==> src/rtl/alu_control_sequencer.sv <==
// Instruction sequencer for a single-bus datapath: fetches one instruction per
// start request, decodes the opcode and steps the datapath through T0..T6.
//
// state | meaning
// IDLE  | waiting for start; carries the one-cycle done/illegal pulse
// T0    | PC to MAR, increment PC into Z
// T1    | Z to PC, memory read into MDR
// T2    | MDR to IR
// T3    | decode; binary ops load Rb into Y
// T4    | ALU operation into Z
// T5    | Z low to destination (Ra, or LO for MUL/DIV)
// T6    | Z high to HI (MUL/DIV only)
// HALT  | stopped until reset
module alu_control_sequencer (
    input  logic        Clock,
    input  logic        clear,
    input  logic        start,
    input  logic [31:0] IR,
    output logic        PCout,
    output logic        PCin,
    output logic        IncPC,
    output logic        MARin,
    output logic        Read,
    output logic        MDRin,
    output logic        MDRout,
    output logic        IRin,
    output logic        Yin,
    output logic        Zin,
    output logic        Zhighout,
    output logic        Zlowout,
    output logic        HIin,
    output logic        LOin,
    output logic [15:0] Rin,
    output logic [15:0] Rout,
    output logic [4:0]  op,
    output logic        busy,
    output logic        done,
    output logic        illegal,
    output logic        halted
);

    typedef enum logic [3:0] {
        S_IDLE, S_T0, S_T1, S_T2, S_T3, S_T4, S_T5, S_T6, S_HALT
    } state_t;

    typedef struct packed {
        logic        pc_out, pc_in, inc_pc, mar_in, read, mdr_in, mdr_out, ir_in;
        logic        y_in, z_in, zhigh_out, zlow_out, hi_in, lo_in;
        logic [15:0] rin;
        logic [15:0] rout;
        logic [4:0]  op;
        logic        busy, done, illegal, halted;
    } ctl_t;

    state_t state;
    state_t nxt;
    ctl_t   ctl;

    // Only the opcode and register fields steer the sequencer.
    logic unused_ir;
    assign unused_ir = ^IR[14:0];

    function automatic logic is_binary(input logic [4:0] opc);
        return opc <= 5'd9;
    endfunction

    function automatic logic is_unary(input logic [4:0] opc);
        return (opc == 5'd10) || (opc == 5'd11);
    endfunction

    function automatic logic is_muldiv(input logic [4:0] opc);
        return (opc == 5'd8) || (opc == 5'd9);
    endfunction

    function automatic state_t next_state(input state_t s, input logic st, input logic [4:0] opc);
        state_t n;
        n = s;
        case (s)
            S_IDLE: n = st ? S_T0 : S_IDLE;
            S_T0:   n = S_T1;
            S_T1:   n = S_T2;
            S_T2:   n = S_T3;
            S_T3: begin
                if (is_binary(opc) || is_unary(opc)) n = S_T4;
                else if (opc == 5'd31)               n = S_HALT;
                else                                 n = S_IDLE;
            end
            S_T4:   n = S_T5;
            S_T5:   n = is_muldiv(opc) ? S_T6 : S_IDLE;
            S_T6:   n = S_IDLE;
            S_HALT: n = S_HALT;
            default: n = S_IDLE;
        endcase
        return n;
    endfunction

    // Outputs for the state about to be entered; cur tells IDLE which pulse to carry.
    function automatic ctl_t decode(input state_t cur, input state_t n, input logic [31:0] ir);
        ctl_t       c;
        logic [4:0] opc;
        opc = ir[31:27];
        c   = '0;
        case (n)
            S_IDLE: begin
                c.done    = (cur == S_T5) || (cur == S_T6);
                c.illegal = (cur == S_T3);
            end
            S_T0: begin
                c.pc_out = 1'b1;
                c.mar_in = 1'b1;
                c.inc_pc = 1'b1;
                c.z_in   = 1'b1;
            end
            S_T1: begin
                c.zlow_out = 1'b1;
                c.pc_in    = 1'b1;
                c.read     = 1'b1;
                c.mdr_in   = 1'b1;
            end
            S_T2: begin
                c.mdr_out = 1'b1;
                c.ir_in   = 1'b1;
            end
            S_T3: begin
                if (is_binary(opc)) begin
                    c.rout = 16'(1) << ir[22:19];
                    c.y_in = 1'b1;
                end
            end
            S_T4: begin
                c.z_in = 1'b1;
                c.op   = opc;
                c.rout = is_binary(opc) ? (16'(1) << ir[18:15]) : (16'(1) << ir[22:19]);
            end
            S_T5: begin
                c.zlow_out = 1'b1;
                if (is_muldiv(opc)) c.lo_in = 1'b1;
                else                c.rin   = 16'(1) << ir[26:23];
            end
            S_T6: begin
                c.zhigh_out = 1'b1;
                c.hi_in     = 1'b1;
            end
            S_HALT: c.halted = 1'b1;
            default: c = '0;
        endcase
        c.busy = (n != S_IDLE) && (n != S_HALT);
        return c;
    endfunction

    assign nxt = next_state(state, start, IR[31:27]);

    // State register with outputs registered alongside it.
    always_ff @(posedge Clock) begin
        if (!clear) begin
            state <= S_IDLE;
            ctl   <= '0;
        end else begin
            state <= nxt;
            ctl   <= decode(state, nxt, IR);
        end
    end

    assign PCout    = ctl.pc_out;
    assign PCin     = ctl.pc_in;
    assign IncPC    = ctl.inc_pc;
    assign MARin    = ctl.mar_in;
    assign Read     = ctl.read;
    assign MDRin    = ctl.mdr_in;
    assign MDRout   = ctl.mdr_out;
    assign IRin     = ctl.ir_in;
    assign Yin      = ctl.y_in;
    assign Zin      = ctl.z_in;
    assign Zhighout = ctl.zhigh_out;
    assign Zlowout  = ctl.zlow_out;
    assign HIin     = ctl.hi_in;
    assign LOin     = ctl.lo_in;
    assign Rin      = ctl.rin;
    assign Rout     = ctl.rout;
    assign op       = ctl.op;
    assign busy     = ctl.busy;
    assign done     = ctl.done;
    assign illegal  = ctl.illegal;
    assign halted   = ctl.halted;

endmodule
==> config.mk <==
export PLATFORM = sky130hd
export DESIGN_NAME = alu_control_sequencer
export DESIGN_NICKNAME = d
export VERILOG_FILES = /design/src/rtl/alu_control_sequencer.sv
export SDC_FILE = /design/constraint.sdc
export NUM_CORES = 1
export LEC_CHECK = 0
export CORE_MARGIN = 2
export CORE_UTILIZATION = 44
export CTS_CLUSTER_DIAMETER = 80
export DETAILED_ROUTE_END_ITERATION = 12
export GPL_TIMING_DRIVEN = 0
export PLACE_DENSITY = 0.8
export SLEW_MARGIN = 20
export SYNTH_ARGS = -nofsm -noshare
export SYNTH_HDL_FRONTEND = slang
export SYNTH_SLANG_ARGS = --single-unit
==> constraint.sdc <==
create_clock -name Clock -period 2.7 [get_ports Clock]
set_clock_uncertainty 0.1 [all_clocks]
set_input_delay 0.81 -clock Clock [delete_from_list [all_inputs] [get_ports Clock]]
set_output_delay 0.81 -clock Clock [all_outputs]
set_load 0.1 [all_outputs]
==> results.json <==
{
  "port_buffers": 74,
  "p_int_uw": 1104,
  "syn_nets": 294,
  "clockPowerShare": 0.285,
  "synth.cell_area_sq_um": 2371,
  "hold_viol": 0,
  "place_inst": 403,
  "syn_avg_cell_area_sq_um": 9.155,
  "synthTopCellsByCount": "dfxtp_1 (53), nand2_1 (21), nor4_1 (21)",
  "finalWorstPathRequiredPeriod_ns": 2.674,
  "fmax_mhz": 373.9,
  "area_growth_pct": 48.18,
  "clk_latency_ns": 0.32,
  "grt_overflow_total": 0,
  "start_util": 0.4613,
  "finalSetupViolCount": 0,
  "p_sw_frac": 0.3340,
  "grt_pass1_wl_mm": 10.42,
  "coreArea_sq_um": 5140,
  "die_y_um": 77.41,
  "htreeDepth": 2,
  "clk_path_buf_depth": 2,
  "ff2ff_path_depth": 5,
  "yosys.cell_count.top_type": "dfxtp_1",
  "leakagePower_uw": 0.001825,
  "grt.total_usage": 0.2152,
  "status": "complete, but fails checks",
  "fin_nets": 381,
  "synth_ff_type": "dfxtp_1",
  "seq_area_frac_synth": 0.4475,
  "slew-limit-headroom": 0.3336,
  "ios": 90,
  "p_switching_uw": 553.8,
  "grt_max_degree": 19,
  "n_antenna_cell": 0,
  "crit_cells": 1,
  "setup_slack_ns": 0.02569,
  "drt-wirelength-per-cell_um": 15.94,
  "fin_crit_sh": 0.9905,
  "yosysWarnings": 0,
  "cp-start-kind": "flop",
  "yosysTopAreaCellShare": 0.4475,
  "die_w_um": 77.41,
  "crit_chain": "clkdlybuf4s50_1",
  "synthCells": 259,
  "min_path_type": "flop to flop",
  "violations": "DRC",
  "cp_num_buf_inv": 1,
  "crit_type": "flop to output port",
  "firstDrtPassIters": 10,
  "cts_buffers": 5,
  "route.vias.total": 2328,
  "synth_top_area_cell": "dfxtp_1",
  "drive_above_1_share": 0.1412,
  "required_ns": 1.79,
  "critPathLaunch": "Rout[1]",
  "tightest_slew_ns": 0.9980,
  "path_delay_family": "buffers and inverters",
  "synth_edf_count": 0,
  "worstReg2RegEnd": "MDRout",
  "powerDensity_nw_per_um2": 471.9,
  "dieArea_sq_um": 5992,
  "grt_pass1_vias": 2092,
  "cts_tree": "built",
  "cp-endpoint": "Rout[1]",
  "cp_max_fo": 1,
  "ys_async_sr_fraction": 0,
  "clkSlewWorstSetupHoldPaths_ns": 0.11,
  "max_stage_delay_ns": 1.12,
  "vdd_ir_drop_max_mv": 0.2511,
  "fin_cells": 417,
  "drc": 2,
  "ys_types": 40,
  "combPwrFrac": 0.230,
  "synth_seq_cells": 53,
  "postCtsHoldBufs": 0,
  "endpoint_kind": "output port",
  "r2r_start": "state[2]",
  "slowest_stage": "clkdlybuf4s50_1",
  "routabilityCongestion": 0.9691,
  "synth_area_leaders": "dfxtp_1 (45%), nor4_1 (5.5%), o211a_1 (5.1%)",
  "postRouteAntennaNets": 0,
  "rrSetupSlack_ns": 0.38,
  "numClockSinks": 53,
  "seqPwrFrac": 0.484,
  "cap_violations": 0,
  "post-dp-hpwl_mm": 4.692,
  "antenna_found_initial": 0,
  "cp.arrival_ns": 1.76,
  "rsz0062_at_grt": "no",
  "wl_mm": 6.646,
  "root_buffer": "clkbuf_8",
  "drv_slew": 0,
  "viasPerCell": 5.583,
  "rows": 26,
  "post-place-ws_ns": -0.4744,
  "first_iter_violations": 182
}
## logic make-up (layout without fill, tap and decap cells)
logic type             after synthesis  count (layout)  share of synthesized area
flip-flops                          53              53                     0.4475
AO/OA/AOI/OAI                       61              61                     0.2037
XOR/XNOR                             1               1                   0.003695
other                                1               1                   0.001582
buffers and inverters               32             120                    0.06702
AND/OR/NAND/NOR                    111             111                     0.2765
## how the worst min path moves through the flow
| stage | slack (ns) | startpoint | to | cells after the start |
|---|---|---|---|---|
| 2_1_floorplan | 0.47 | state[0] | Zlowout | 2 |
| 3_3_place_gp | 0.52 | state[3] | LOin | 2 |
| 3_5_place_dp | 0.52 | state[3] | LOin | 2 |
| 4_1_cts | 0.53 | state[3] | LOin | 2 |
| 5_1_grt | 0.58 | state[3] | LOin | 2 |
| 6_report | 0.54 | state[3] | LOin | 2 |
## metal layers
layer	track usage	part of all wire	vias up
met5	0	0	-
met4	0.04643	0.011	0
met3	0.04070	0.064	10
met2	0.3278	0.45	100
met1	0.3172	0.48	1093
li1	-	-	1125
## placed cells by master (no fill, tap or decap), types with 3 or more instances in the layout
cell type        synthesis  final
inv_1                    4      4
clkbuf_8                 0      5
nor2b_1                  5      5
buf_1                    5      5
a211oi_1                16     13
nor4_2                   2      4
o211a_1                 12     12
clkdlybuf4s50_1          0     29
dfxtp_1                 53     53
nor2_1                  19     19
dlymetal6s2s_1           0     32
dlygate4sd2_1            0     13
nor4_1                  21     17
buf_4                    7     14
nand2b_1                10     10
o2111a_1                 4      4
nor4b_1                  9      5
and2_1                   3      3
a211oi_2                 0      3
nor3_1                   6      6
nand4bb_1                3      3
o21ai_0                 16     16
nand2_1                 21     21
or2_2                    3      3
nor4b_2                  1      4
clkbuf_1                11      8
## metrics by stage
| stage | util | TNS (ns) | area, sq um | power [uW] | hold slack [ns] |
|---|---|---|---|---|---|
| 6_report | 0.6835 | 0 | 3513 | 1658 | 0.5358 |
| 5_1_grt | 0.6835 | 0 | 3513 | 1713 | 0.5822 |
| 4_1_cts | 0.6526 | 0 | 3354 | 1632 | 0.5321 |
| 3_5_place_dp | 0.6224 | -11.71 | 3199 | 1164 | 0.5168 |
| 3_3_place_gp | 0.6224 | -11.18 | 3199 | 1161 | 0.5183 |
| 2_1_floorplan | - | 0 | 2371 | 1061 | 0.4669 |
## worst register-to-register path, cell delays in order, from the launching register on
cell      delay, ns
dfxtp_1        0.33
clkbuf_1       0.30
nand2b_1       0.30
o31a_1         0.41
o31ai_1        0.60
nor3_1         0.14
## power by group through the flow
| stage | Combinational (uW) | Clock, uW | Sequential (uW) |
|---|---|---|---|
| after floorplan | 173 | 0 | 888 |
| after global placement | 341 | 0 | 820 |
| after detailed placement | 344 | 0 | 821 |
| after CTS | 351 | 478 | 803 |
| after global routing | 401 | 506 | 806 |
| final | 382 | 473 | 803 |
## repair_timing
item	CTS	global route
setup buffers	1	4
resized for setup	27	41
pin swaps	1	1
cloned	0	2
setup endpoints to repair	35	58
## layout make-up
| class | instances | area [sq um] |
|---|---|---|
| Buffer | 27 | 153.9 |
| Clock buffer | 5 | 68.82 |
| Clock inverter | 3 | 26.28 |
| Fill cell | 448 | 1627 |
| Inverter | 4 | 15.01 |
| Multi-Input combinational cell | 174 | 1246 |
| Sequential cell | 53 | 1061 |
| Tap cell | 70 | 87.58 |
| Timing Repair Buffer | 81 | 854.6 |
## sequential cells by signal, summed over array words and instances (netlist names)
name / count
Rin: 16
Rout: 16
op: 5
state: 4
HIin: 1
LOin: 1
MDRout: 1
PCin: 1
PCout: 1
Yin: 1
Zin: 1
Zlowout: 1
busy: 1
done: 1
halted: 1
illegal: 1
(Power assumes the default switching activity.)
